===== config.mk =====
export PLATFORM = sky130hd
export DESIGN_NAME = pipe_muldiv_seq
export DESIGN_NICKNAME = d
export VERILOG_FILES = /design/src/rtl/pipe_muldiv_seq.sv
export SDC_FILE = /design/constraint.sdc
export NUM_CORES = 1
export LEC_CHECK = 0
export CAP_MARGIN = 10
export CORE_UTILIZATION = 40
export DETAILED_ROUTE_END_ITERATION = 12
export PLACE_DENSITY = 0.61
export SYNTH_ARGS = -nofsm -noshare
export SYNTH_HDL_FRONTEND = slang
export SYNTH_SLANG_ARGS = --single-unit

===== constraint.sdc =====
create_clock -name clock -period 11.3 [get_ports clock]
set_clock_uncertainty 0.2 [all_clocks]
set_input_delay 3.39 -clock clock [delete_from_list [all_inputs] [get_ports clock]]
set_output_delay 3.39 -clock clock [all_outputs]
set_load 0.03 [all_outputs]

===== src/rtl/pipe_muldiv_seq.sv =====
`default_nettype none
// +----------------------------------------------------------------------------+
// | Module   : pipe_muldiv_seq                                                 |
// | Purpose  : Sequencer for the shared iterative multiply/divide unit that    |
// |            sits beside the EX-stage ALU. Runs MULT/MULTU/DIV/DIVU one bit  |
// |            per cycle (shift-add / restoring division), stalls the pipe     |
// |            until HI/LO are written, and serves MTHI/MTLO/MFHI/MFLO.        |
// | Ports    : clock, resetn (async, active-low)                               |
// |            estart, eop[1:0], ea, eb   - op request and operands from EX    |
// |            ewhi, ewlo                 - MTHI / MTLO write requests         |
// |            ecancel                    - EX flush, aborts op in flight      |
// |            estall                     - combinational pipeline freeze      |
// |            edone                      - 1-cycle pulse on mul/div writeback |
// |            hi, lo                     - architectural HI/LO registers      |
// | Option   : MULDIV_EARLY_OUT_EN - zero-operand ops skip the RUN loop        |
// | Revision : 1.0 - initial release                                           |
// +----------------------------------------------------------------------------+
module pipe_muldiv_seq #(
  parameter int XLEN  = 32,
  parameter int CNT_W = 6
) (
  input  logic            clock,
  input  logic            resetn,
  input  logic            estart,
  input  logic [1:0]      eop,
  input  logic [XLEN-1:0] ea,
  input  logic [XLEN-1:0] eb,
  input  logic            ewhi,
  input  logic            ewlo,
  input  logic            ecancel,
  output logic            estall,
  output logic            edone,
  output logic [XLEN-1:0] hi,
  output logic [XLEN-1:0] lo
);

  typedef enum logic [1:0] {
    ST_IDLE = 2'd0,
    ST_RUN  = 2'd1,
    ST_DONE = 2'd2
  } state_t;

  state_t            state;
  logic [CNT_W-1:0]  count;
  // Multiply: {partial product, multiplier}. Divide: {remainder, dividend/quotient}.
  logic [2*XLEN-1:0] acc;
  logic [XLEN-1:0]   opb;       // multiplicand or divisor magnitude
  logic [XLEN-1:0]   a_raw;     // unmodified ea, returned in HI on divide by zero
  logic              is_div;
  logic              neg_q;     // negate product / quotient at writeback
  logic              neg_r;     // negate remainder at writeback
  logic              div_zero;
  logic              skip_wb;   // early-out already wrote HI/LO

  // Operand decode in IDLE
  logic            op_div;
  logic            op_signed;
  logic            a_neg;
  logic            b_neg;
  logic [XLEN-1:0] a_mag;
  logic [XLEN-1:0] b_mag;
  logic            early;

  assign op_div    = eop[1];
  assign op_signed = ~eop[0];
  assign a_neg     = op_signed & ea[XLEN-1];
  assign b_neg     = op_signed & eb[XLEN-1];
  assign a_mag     = a_neg ? -ea : ea;
  assign b_mag     = b_neg ? -eb : eb;

`ifdef MULDIV_EARLY_OUT_EN
  // Divide by zero never qualifies: it must still return ea in HI.
  assign early = op_div ? ((ea == '0) && (eb != '0)) : ((ea == '0) || (eb == '0));
`else
  assign early = 1'b0;
`endif

  // One iteration step
  logic [XLEN:0] mul_sum;
  logic [XLEN:0] div_diff;

  assign mul_sum  = {1'b0, acc[2*XLEN-1:XLEN]} + {1'b0, (acc[0] ? opb : '0)};
  // acc[2*XLEN-1:XLEN-1] is the remainder after shifting in the next dividend bit.
  assign div_diff = acc[2*XLEN-1:XLEN-1] - {1'b0, opb};

  // Sign fix-up applied at writeback
  logic [2*XLEN-1:0] prod_fix;
  logic [XLEN-1:0]   quo_fix;
  logic [XLEN-1:0]   rem_fix;

  assign prod_fix = neg_q ? -acc : acc;
  assign quo_fix  = neg_q ? -acc[XLEN-1:0] : acc[XLEN-1:0];
  assign rem_fix  = neg_r ? -acc[2*XLEN-1:XLEN] : acc[2*XLEN-1:XLEN];

  // DONE keeps estall low so EX can retire the mul/div; a pending MTHI/MTLO
  // still stalls there because the write can only happen in IDLE.
  assign estall = ((state == ST_IDLE) & estart & ~ecancel)
                | (state == ST_RUN)
                | ((state != ST_IDLE) & (ewhi | ewlo));

  always_ff @(posedge clock or negedge resetn) begin
    if (!resetn) begin
      state    <= ST_IDLE;
      count    <= '0;
      acc      <= '0;
      opb      <= '0;
      a_raw    <= '0;
      is_div   <= 1'b0;
      neg_q    <= 1'b0;
      neg_r    <= 1'b0;
      div_zero <= 1'b0;
      skip_wb  <= 1'b0;
      hi       <= '0;
      lo       <= '0;
      edone    <= 1'b0;
    end else begin
      edone <= 1'b0;
      case (state)
        ST_IDLE: begin
          if (estart && !ecancel) begin
            count    <= '0;
            acc      <= {{XLEN{1'b0}}, a_mag};
            opb      <= b_mag;
            a_raw    <= ea;
            is_div   <= op_div;
            neg_q    <= a_neg ^ b_neg;
            neg_r    <= a_neg;
            div_zero <= op_div & (eb == '0);
            if (early) begin
              state   <= ST_DONE;
              skip_wb <= 1'b1;
              hi      <= '0;
              lo      <= '0;
              edone   <= 1'b1;
            end else begin
              state   <= ST_RUN;
              skip_wb <= 1'b0;
            end
          end else if (!estart) begin
            if (ewhi) hi <= ea;
            if (ewlo) lo <= ea;
          end
        end

        ST_RUN: begin
          if (ecancel) begin
            state <= ST_IDLE;
          end else begin
            if (is_div) begin
              if (!div_diff[XLEN]) begin
                acc <= {div_diff[XLEN-1:0], acc[XLEN-2:0], 1'b1};
              end else begin
                acc <= {acc[2*XLEN-2:0], 1'b0};
              end
            end else begin
              acc <= {mul_sum, acc[XLEN-1:1]};
            end
            if (count == CNT_W'(XLEN-1)) begin
              state <= ST_DONE;
            end else begin
              count <= count + 1'b1;
            end
          end
        end

        ST_DONE: begin
          state <= ST_IDLE;
          if (!ecancel && !skip_wb) begin
            edone <= 1'b1;
            if (!is_div) begin
              {hi, lo} <= prod_fix;
            end else if (div_zero) begin
              hi <= a_raw;
              lo <= '1;
            end else begin
              hi <= rem_fix;
              lo <= quo_fix;
            end
          end
        end

        default: state <= ST_IDLE;
      endcase
    end
  end

endmodule
`default_nettype wire


==> results of run 1 <==
==> cell families after synthesis <==
logic type / count (synthesis) / synth area share
AOI/OAI and AO/OA: 662 / 0.242
xor gates and xnor gates: 192 / 0.101
adders and majority gates: 71 / 0.0543
buffers and inverters: 234 / 0.0549
DFF: 205 / 0.308
muxes: 45 / 0.0272
and+or+nand+nor: 763 / 0.212
==> power groups by stage <==
stage / Combinational [mW] / Sequential [mW] / Clock, mW
4_1_cts: 2.33 / 1.21 / 0.873
3_3_place_gp: 2.28 / 1.21 / 0
6_report: 2.35 / 1.21 / 0.856
5_1_grt: 2.61 / 1.24 / 0.898
3_5_place_dp: 2.32 / 1.22 / 0
2_1_floorplan: 1.77 / 1.13 / 0
==> per-layer routing <==
layer / vias up / part of all wire / track usage
li1: 7730 / - / -
met1: 7448 / 0.45 / 0.339
met2: 564 / 0.45 / 0.410
met3: 115 / 0.062 / 0.0366
met4: 0 / 0.039 / 0.0961
met5: - / 0 / 0
==> layout by cell type (no fill, tap or decap), types with 18 or more instances in the layout <==
cell and n:
a21oi_1 142, ha_1 69, or3_1 25, nand2_1 369
xor2_1 70, nor3_1 26, xnor2_1 121, nor2_1 149
nor4_1 21, mux2i_1 44, and3_1 21, o21ai_0 253
o211ai_1 26, dfrtp_1 204, o31ai_1 25, clkbuf_16 26
nand2b_1 23, buf_4 18, nand3_1 29, clkdlybuf4s50_1 136
a21o_1 27, inv_1 75, o22ai_1 34
==> through the flow <==
step	hold WS [ns]	setup WS, ns	cell area, µm²	utilization
floorplan	0.241	3.66	16600	-
global placement	0.259	2.65	18200	0.446
detailed placement	0.264	2.63	18200	0.446
CTS	0.280	2.61	19100	0.467
global route	0.293	2.57	19100	0.467
finish	0.276	2.60	19100	0.467
==> final cells by class <==
class	count	share of cell area
flip-flops and latches	205	0.268
multi-input cells	1733	0.556
inverters	78	0.0153
well taps	532	0.0348
clock inverters	7	0.00406
clock buffers	40	0.0420
diodes	1	0.000131
repair buffers	155	0.0790
==> synthesized netlist by cell type (all sizes together) (23+ instances only) <==
cell type	number	area [µm²]
nand2	369	1390
o21ai	266	1340
dfrtp	205	5130
nor2	152	571
a21oi	143	719
clkbuf	136	510
xnor2	122	1070
inv	75	282
xor2	70	613
ha	69	863
mux2i	44	440
o22ai	34	213
nand3	29	145
a21o	27	203
nor3	27	135
o211ai	26	195
o31ai	26	200
nand2b	25	164
or3	25	156
nor4	23	165
==> worst paths after layout <==
| check | startpoint | end | slack [ns] | cells after the start |
|---|---|---|---|---|
| worst max register to register | acc[31] | acc[41] | 5.93 | 13 |
| worst min register to register | opb[26] | opb[26] | 0.28 | 2 |
| worst min-delay path | opb[26] | opb[26] | 0.28 | 2 |
| worst max-delay path | ecancel | estall | 2.60 | 4 |
| min in group asynchronous | resetn | lo[2] | 2.63 | 1 |
| max in group asynchronous | resetn | opb[27] | 6.94 | 2 |
==> critical path: stages <==
cell and delay (ns):
clkdlybuf4s50_1 0.59, nand2b_1 0.29, a22oi_1 0.15, clkdlybuf4s50_1 0.69
==> state kept, by name, indices dropped and copies added (netlist names) <==
register / count
acc: 64
a_raw: 32
hi: 32
lo: 32
opb: 32
count: 6
state: 2
div_zero: 1
edone: 1
is_div: 1
neg_q: 1
neg_r: 1
==> flow_summary.ini, run 1 <==
[floorplan]
die_ar_um2 = 42400
initial_core_util = 0.406
top_level_ports = 138
rows = 74
design.core.area_um2 = 40900
floorplan.die.height_um = 206
die_w_um = 206

[power]
power.static_leakage_nw = 8.25
power.total_mw = 4.42
p_per_area_nw_per_um2 = 231
seq_power_share = 0.274
combPwrFrac = 0.532
cellInternalPower_mw = 2.38
max-vdd-ir-drop_uv = 136
p_sw_mw = 2.05
power.switching_fraction = 0.462
pwr-share-clk = 0.193

[clock_network]
insertion_delay_ns = 0.56
cts.path.max_buffers = 3
cts.sinks = 205
post_cts.repair.setup_buffers = 0
count_of_hold_fix_buffers_inserted_at_cts = 0
cts_buffers = 26
clkTransAtPathRegs_ns = 0.06
cts-root-buf = clkbuf_16
htree_num_levels = 1
post_cts_resize_count = 0
tritoncts = yes

[finish]
layout-area-overhead-vs-synth_pct = 15.0
final_cell_count_no_fill = 2751
register_area_um2 = 5130
total_area_of_multi_input_combinational_cells_um2 = 10600
final_layout_size_suffix_gt1_frac = 0.0442
design.final.nets = 2342
fillCellCount = 4140

[route]
via_count = 15900
drt_drc_violations_left = 0
drt_initial_violations = 1284
wirelength_um = 53600
wl_per_cell_um = 19.5
firstDrtPassIters = 5
antenna_violating_nets_post_route = 0
vias_per_cell = 5.76

[critical_path]
critPathRequiredTime_ns = 7.71
critPathLaunchType = primary input
worst-setup-path-type = primary input to output port
worst_setup_path_end_kind = output port
timing.critical_path.arrival_ns = 5.11
cp_max_fo = 6

[placed_design]
place.port_buffers = 137
dp_cells = 2703
dpl.hpwl_um = 39000
routabilityCongestion = 0.973

[yosys]
synthArstFlopShare = 1.00
post_synth_inst_count = 2172
synth_flop_cell = dfrtp_1
synth_enable_flop_cells = 0
synth_cell_types = 80
synth_warnings = 0
ys_ff_latch = 205
synth_sequential_area_ratio = 0.308
syn_area_um2 = 16600
synthesis.nets = 2315
post_synth.cell_area_avg_um2 = 7.66

[sta]
hold_violations = 0
setup_viol = 0
final_max_slew_viol_count = 0
final_critical_path_share_of_the_clock_period = 0.770
grt_setup_unrepaired = false
worstMarginPinSlew_ns = 1.09
timing.fmax_ghz = 0.115
final.setup.tns_ns = 0
timing.max_slew.rel_slack = 0.270
layout_min_cycle_time_ns = 8.70

[grt]
vias_in_the_first_global_route = 15300
global_route.overflow_total = 0
grt_first_pass_wirelength_um = 84300
grt_usage = 0.253
antenna_violations_before_repair = 3
pin_count_of_the_biggest_net_entering_global_routing = 87

[min_path]
hp-class = register to register

[status]
run_status = complete, no violations

[job]
drv.max_cap_violation_count = 0
Power figures use the tool's default switching activity.
==> run 2, diff against run 1 <==
- clock period: 11.3 -> 8.8 ns (I/O delays scaled with it)
==> flow_summary.ini, run 2 (synthesized netlist as in run 1, its figures left out) <==
[route]
via_count = 15800
wirelength_um = 53700
vias_per_cell = 5.73
firstDrtPassIters = 6
drt_initial_violations = 1172
wl_per_cell_um = 19.5
drt_drc_violations_left = 0
antenna_violating_nets_post_route = 0

[power]
power.static_leakage_nw = 8.26
p_per_area_nw_per_um2 = 299
max-vdd-ir-drop_uv = 178

[grt]
global_route.overflow_total = 0
grt_usage = 0.253
grt_first_pass_wirelength_um = 84000
pin_count_of_the_biggest_net_entering_global_routing = 87
vias_in_the_first_global_route = 15000
antenna_violations_before_repair = 0

[min_path]
timing.hold.worst_path_depth = 2
min_delay_worst_endpoint = opb[28]
min_from = opb[28]
hp-class = register to register

[finish]
largest_reg_flops = 64
register_area_um2 = 5130
layout-area-overhead-vs-synth_pct = 15.1
antenna-diode-count = 0
final_cell_count_no_fill = 2751
total_area_of_multi_input_combinational_cells_um2 = 10600
most_common_cell_after_layout_fill_and_taps_aside = nand2_1
design.final.nets = 2343
fillCellCount = 4160
finalCoreUtilization = 0.468
final_layout_size_suffix_gt1_frac = 0.0433
final_cell_mix = 369 x nand2_1, 253 x o21ai_0, 204 x dfrtp_1
largest_register = acc

[clock_network]
post_cts.repair.setup_buffers = 0
insertion_delay_ns = 0.56
cts.sinks = 205
cts-root-buf = clkbuf_16
tritoncts = yes
cts.path.max_buffers = 3
count_of_hold_fix_buffers_inserted_at_cts = 0
htree_num_levels = 1
post_cts_resize_count = 0
clkTransAtPathRegs_ns = 0.05
cts_buffers = 26

[placed_design]
dpl.hpwl_um = 39100
dp_worst_setup_slack_ns = 1.63
dp_cells = 2704
routabilityCongestion = 0.949
place.port_buffers = 137

[job]
drv.max_cap_violation_count = 0

[critical_path]
critPathMaxStageDelay_ns = 0.70
crit_path_top_delay_cell = clkdlybuf4s50_1
timing.critical_path.arrival_ns = 4.35
crit_path_frequent_cell = clkdlybuf4s50_1
cp_max_fo = 6
worst-setup-path-type = primary input to output port
rrSetupSlack_ns = 3.58
critPathRequiredTime_ns = 5.96
worst_setup_path_end_kind = output port
path_depth_of_the_worst_reg2reg_path = 14
rr_endpoint = acc[41]
r2r_start = acc[31]
critPathLaunchType = primary input
worstPathCellList = clkdlybuf4s50_1 -> nand2b_1 -> a22oi_1 -> clkdlybuf4s50_1

[floorplan]
die_ar_um2 = 42400
floorplan.die.height_um = 206
rows = 74
design.core.area_um2 = 40900
die_w_um = 206
top_level_ports = 138
initial_core_util = 0.406

[status]
run_status = complete, no violations

[sta]
final_max_slew_viol_count = 0
layout_min_cycle_time_ns = 7.19
timing.fmax_ghz = 0.139
grt_setup_unrepaired = false
finalWorstSetupSlack_ns = 1.61
hold_violations = 0
final.setup.tns_ns = 0
setup_viol = 0
worstMarginPinSlew_ns = 1.13
final_critical_path_share_of_the_clock_period = 0.817
timing.max_slew.rel_slack = 0.244
## run 2: layout make-up
class | count | share of cell area
Tap cell | 532 | 0.0348
Clock inverter | 8 | 0.00693
Inverter | 78 | 0.0153
Sequential cell | 205 | 0.268
Timing Repair Buffer | 156 | 0.0794
Multi-Input combinational cell | 1733 | 0.556
Clock buffer | 39 | 0.0397
## run 2: how the worst max path moves through the flow
stage | from | to | slack, ns | cells past startpoint
detailed placement | ecancel | estall | 1.63 | 4
floorplan | ecancel | estall | 2.66 | 2
global route | ecancel | estall | 1.55 | 4
CTS | ecancel | estall | 1.62 | 4
global placement | ecancel | estall | 1.63 | 4
finish | ecancel | estall | 1.61 | 4
## run 2: report_power, final
part	internal [mW]	switching, mW
clock	0.683	0.447
combinational	1.24	1.79
sequential	1.16	0.392
## run 2: metal layers
layer | vias up | part of all wire | routed length (µm) | track usage
met5 | - | 0 | 0 | 0
met4 | 0 | 0.030 | 1620 | 0.0790
met3 | 104 | 0.058 | 3110 | 0.0263
met2 | 530 | 0.46 | 24700 | 0.416
met1 | 7380 | 0.45 | 24200 | 0.348
li1 | 7753 | - | - | -
## run 2: per-stage QoR
stage                     area [µm²]  hold slack [ns]  power, mW
final                          19100            0.273       5.71
after global placement         18200            0.261       4.50
after CTS                      19100            0.280       5.69
after floorplan                16600            0.241       3.72
after global routing           19100            0.287       6.13
after detailed placement       18200            0.263       4.55
## run 2: critical path, delay by kind of cell
family | cells | cell delay (ns)
AO/OA/AOI/OAI | 1 | 0.15
buffers and inverters | 2 | 1.28
AND/OR/NAND/NOR | 1 | 0.28
==> run 3, diff against run 2 <==
- clock period: 8.8 -> 7.1 ns (I/O delays scaled with it)
==> flow_summary.ini, run 3 (synthesized netlist as in run 1, its figures left out) <==
[grt]
antenna_violations_before_repair = 0
grt_use_met1 = 0.346
vias_in_the_first_global_route = 15100
grt_usage = 0.256
met3_grt_util = 0.0262
global_route.overflow_total = 0
grt_first_pass_wirelength_um = 84900
pin_count_of_the_biggest_net_entering_global_routing = 111
grt_use_met2 = 0.424
grt-busiest-layer = met2

[route]
antenna_violating_nets_post_route = 0
wirelength_um = 54500
firstDrtPassIters = 6
drt_initial_violations = 1066
vias_per_cell = 5.74
wl_per_cell_um = 19.8
drt_drc_violations_left = 0
via_count = 15800

[sta]
finalWorstSetupSlack_ns = 0.810
timing.max_slew.rel_slack = 0.202
final_max_slew_viol_count = 0
hold_violations = 0
layout_min_cycle_time_ns = 6.29
worstMarginPinSlew_ns = 1.20
timing.fmax_ghz = 0.159
whs_ns = 0.274
final.setup.tns_ns = 0
final_critical_path_share_of_the_clock_period = 0.886
grt_setup_unrepaired = false
setup_viol = 0

[placed_design]
dp_worst_setup_slack_ns = 0.817
routabilityCongestion = 0.928
place.port_buffers = 137
dpl.hpwl_um = 39700
detailed_place.area_um2 = 18300

[floorplan]
die_w_um = 206
initial_core_util = 0.406
top_level_ports = 138
design.core.area_um2 = 40900
die_ar_um2 = 42400
rows = 74
floorplan.die.height_um = 206

[finish]
layout-area-overhead-vs-synth_pct = 15.3
register_area_um2 = 5130
largest_register = acc
largest_reg_flops = 64
design.final.nets = 2344
antenna-diode-count = 0
fillCellCount = 4171
final_cell_mix = 369 x nand2_1, 253 x o21ai_0, 204 x dfrtp_1
final_layout_size_suffix_gt1_frac = 0.0455
postLayoutCellArea_um2 = 19200
most_common_cell_after_layout_fill_and_taps_aside = nand2_1
total_area_of_multi_input_combinational_cells_um2 = 10600

[critical_path]
critPathMaxStageDelay_ns = 0.71
cp_max_fo = 6
cell_class_contributing_the_biggest_share_of_worst_path_delay = buffers and inverters
worst-setup-path-type = primary input to output port
timing.critical_path.arrival_ns = 3.96
worstPathCellList = clkdlybuf4s50_1 -> nand2b_1 -> a22oi_1 -> clkdlybuf4s50_1
rrSetupSlack_ns = 1.78
critPathRequiredTime_ns = 4.77
crit_buf_inv = 2
worst_setup_path_end_kind = output port
critPathLaunchType = primary input
crit_path_frequent_cell = clkdlybuf4s50_1
crit_path_top_delay_cell = clkdlybuf4s50_1

[clock_network]
tritoncts = yes
cts.path.max_buffers = 3
post_cts.repair.setup_buffers = 0
htree_num_levels = 1
cts.sinks = 205
count_of_hold_fix_buffers_inserted_at_cts = 0
cts_buffers = 26
insertion_delay_ns = 0.55
clkTransAtPathRegs_ns = 0.05
cts-root-buf = clkbuf_16
post_cts_resize_count = 0

[job]
drv.max_cap_violation_count = 0

[power]
power.static_leakage_nw = 8.28
max-vdd-ir-drop_uv = 211
p_per_area_nw_per_um2 = 371

[min_path]
hp-class = register to register

[status]
run_status = complete, no violations
-- run 3: per-layer routing --
layer / up-vias / wire length (µm)
met5: - / 0
met4: 0 / 1790
met3: 102 / 2840
met2: 465 / 25000
met1: 7487 / 24900
li1: 7745 / -
-- run 3: worst paths after layout --
kind / from / end / cells past startpoint
worst min register to register: opb[12] / opb[12] / 2
max in group asynchronous: resetn / is_div / 2
worst max-delay path: ecancel / estall / 4
worst min-delay path: opb[12] / opb[12] / 2
min in group asynchronous: resetn / lo[9] / 1
worst max register to register: acc[31] / acc[50] / 14
-- run 3: final cells by class --
class                   count  area share
clock buffers              42      0.0439
multi-input cells        1733       0.555
flip-flops and latches    205       0.268
inverters                  78      0.0153
repair buffers            157      0.0803
well taps                 532      0.0347
clock inverters             6     0.00307
-- run 3: worst min-delay path, cell delays in order, from the launching register on --
cell	delay [ns]
dfrtp_1	0.34
nand2_1	0.04
o21ai_0	0.06
-- run 3: report_power, final --
group	switching [mW]	internal [mW]
clock	0.553	0.842
sequential	0.486	1.44
combinational	2.26	1.53
total	3.30	3.82
-- run 3: metrics by stage --
| stage | cells | total power [mW] | util |
|---|---|---|---|
| final | 2753 | 7.11 | 0.468 |
| after global routing | 2753 | 7.61 | 0.468 |
| after CTS | 2753 | 7.09 | 0.468 |
| after detailed placement | 2705 | 5.69 | 0.446 |
| after global placement | 2705 | 5.62 | 0.446 |
| after floorplan | 2172 | 4.61 | - |
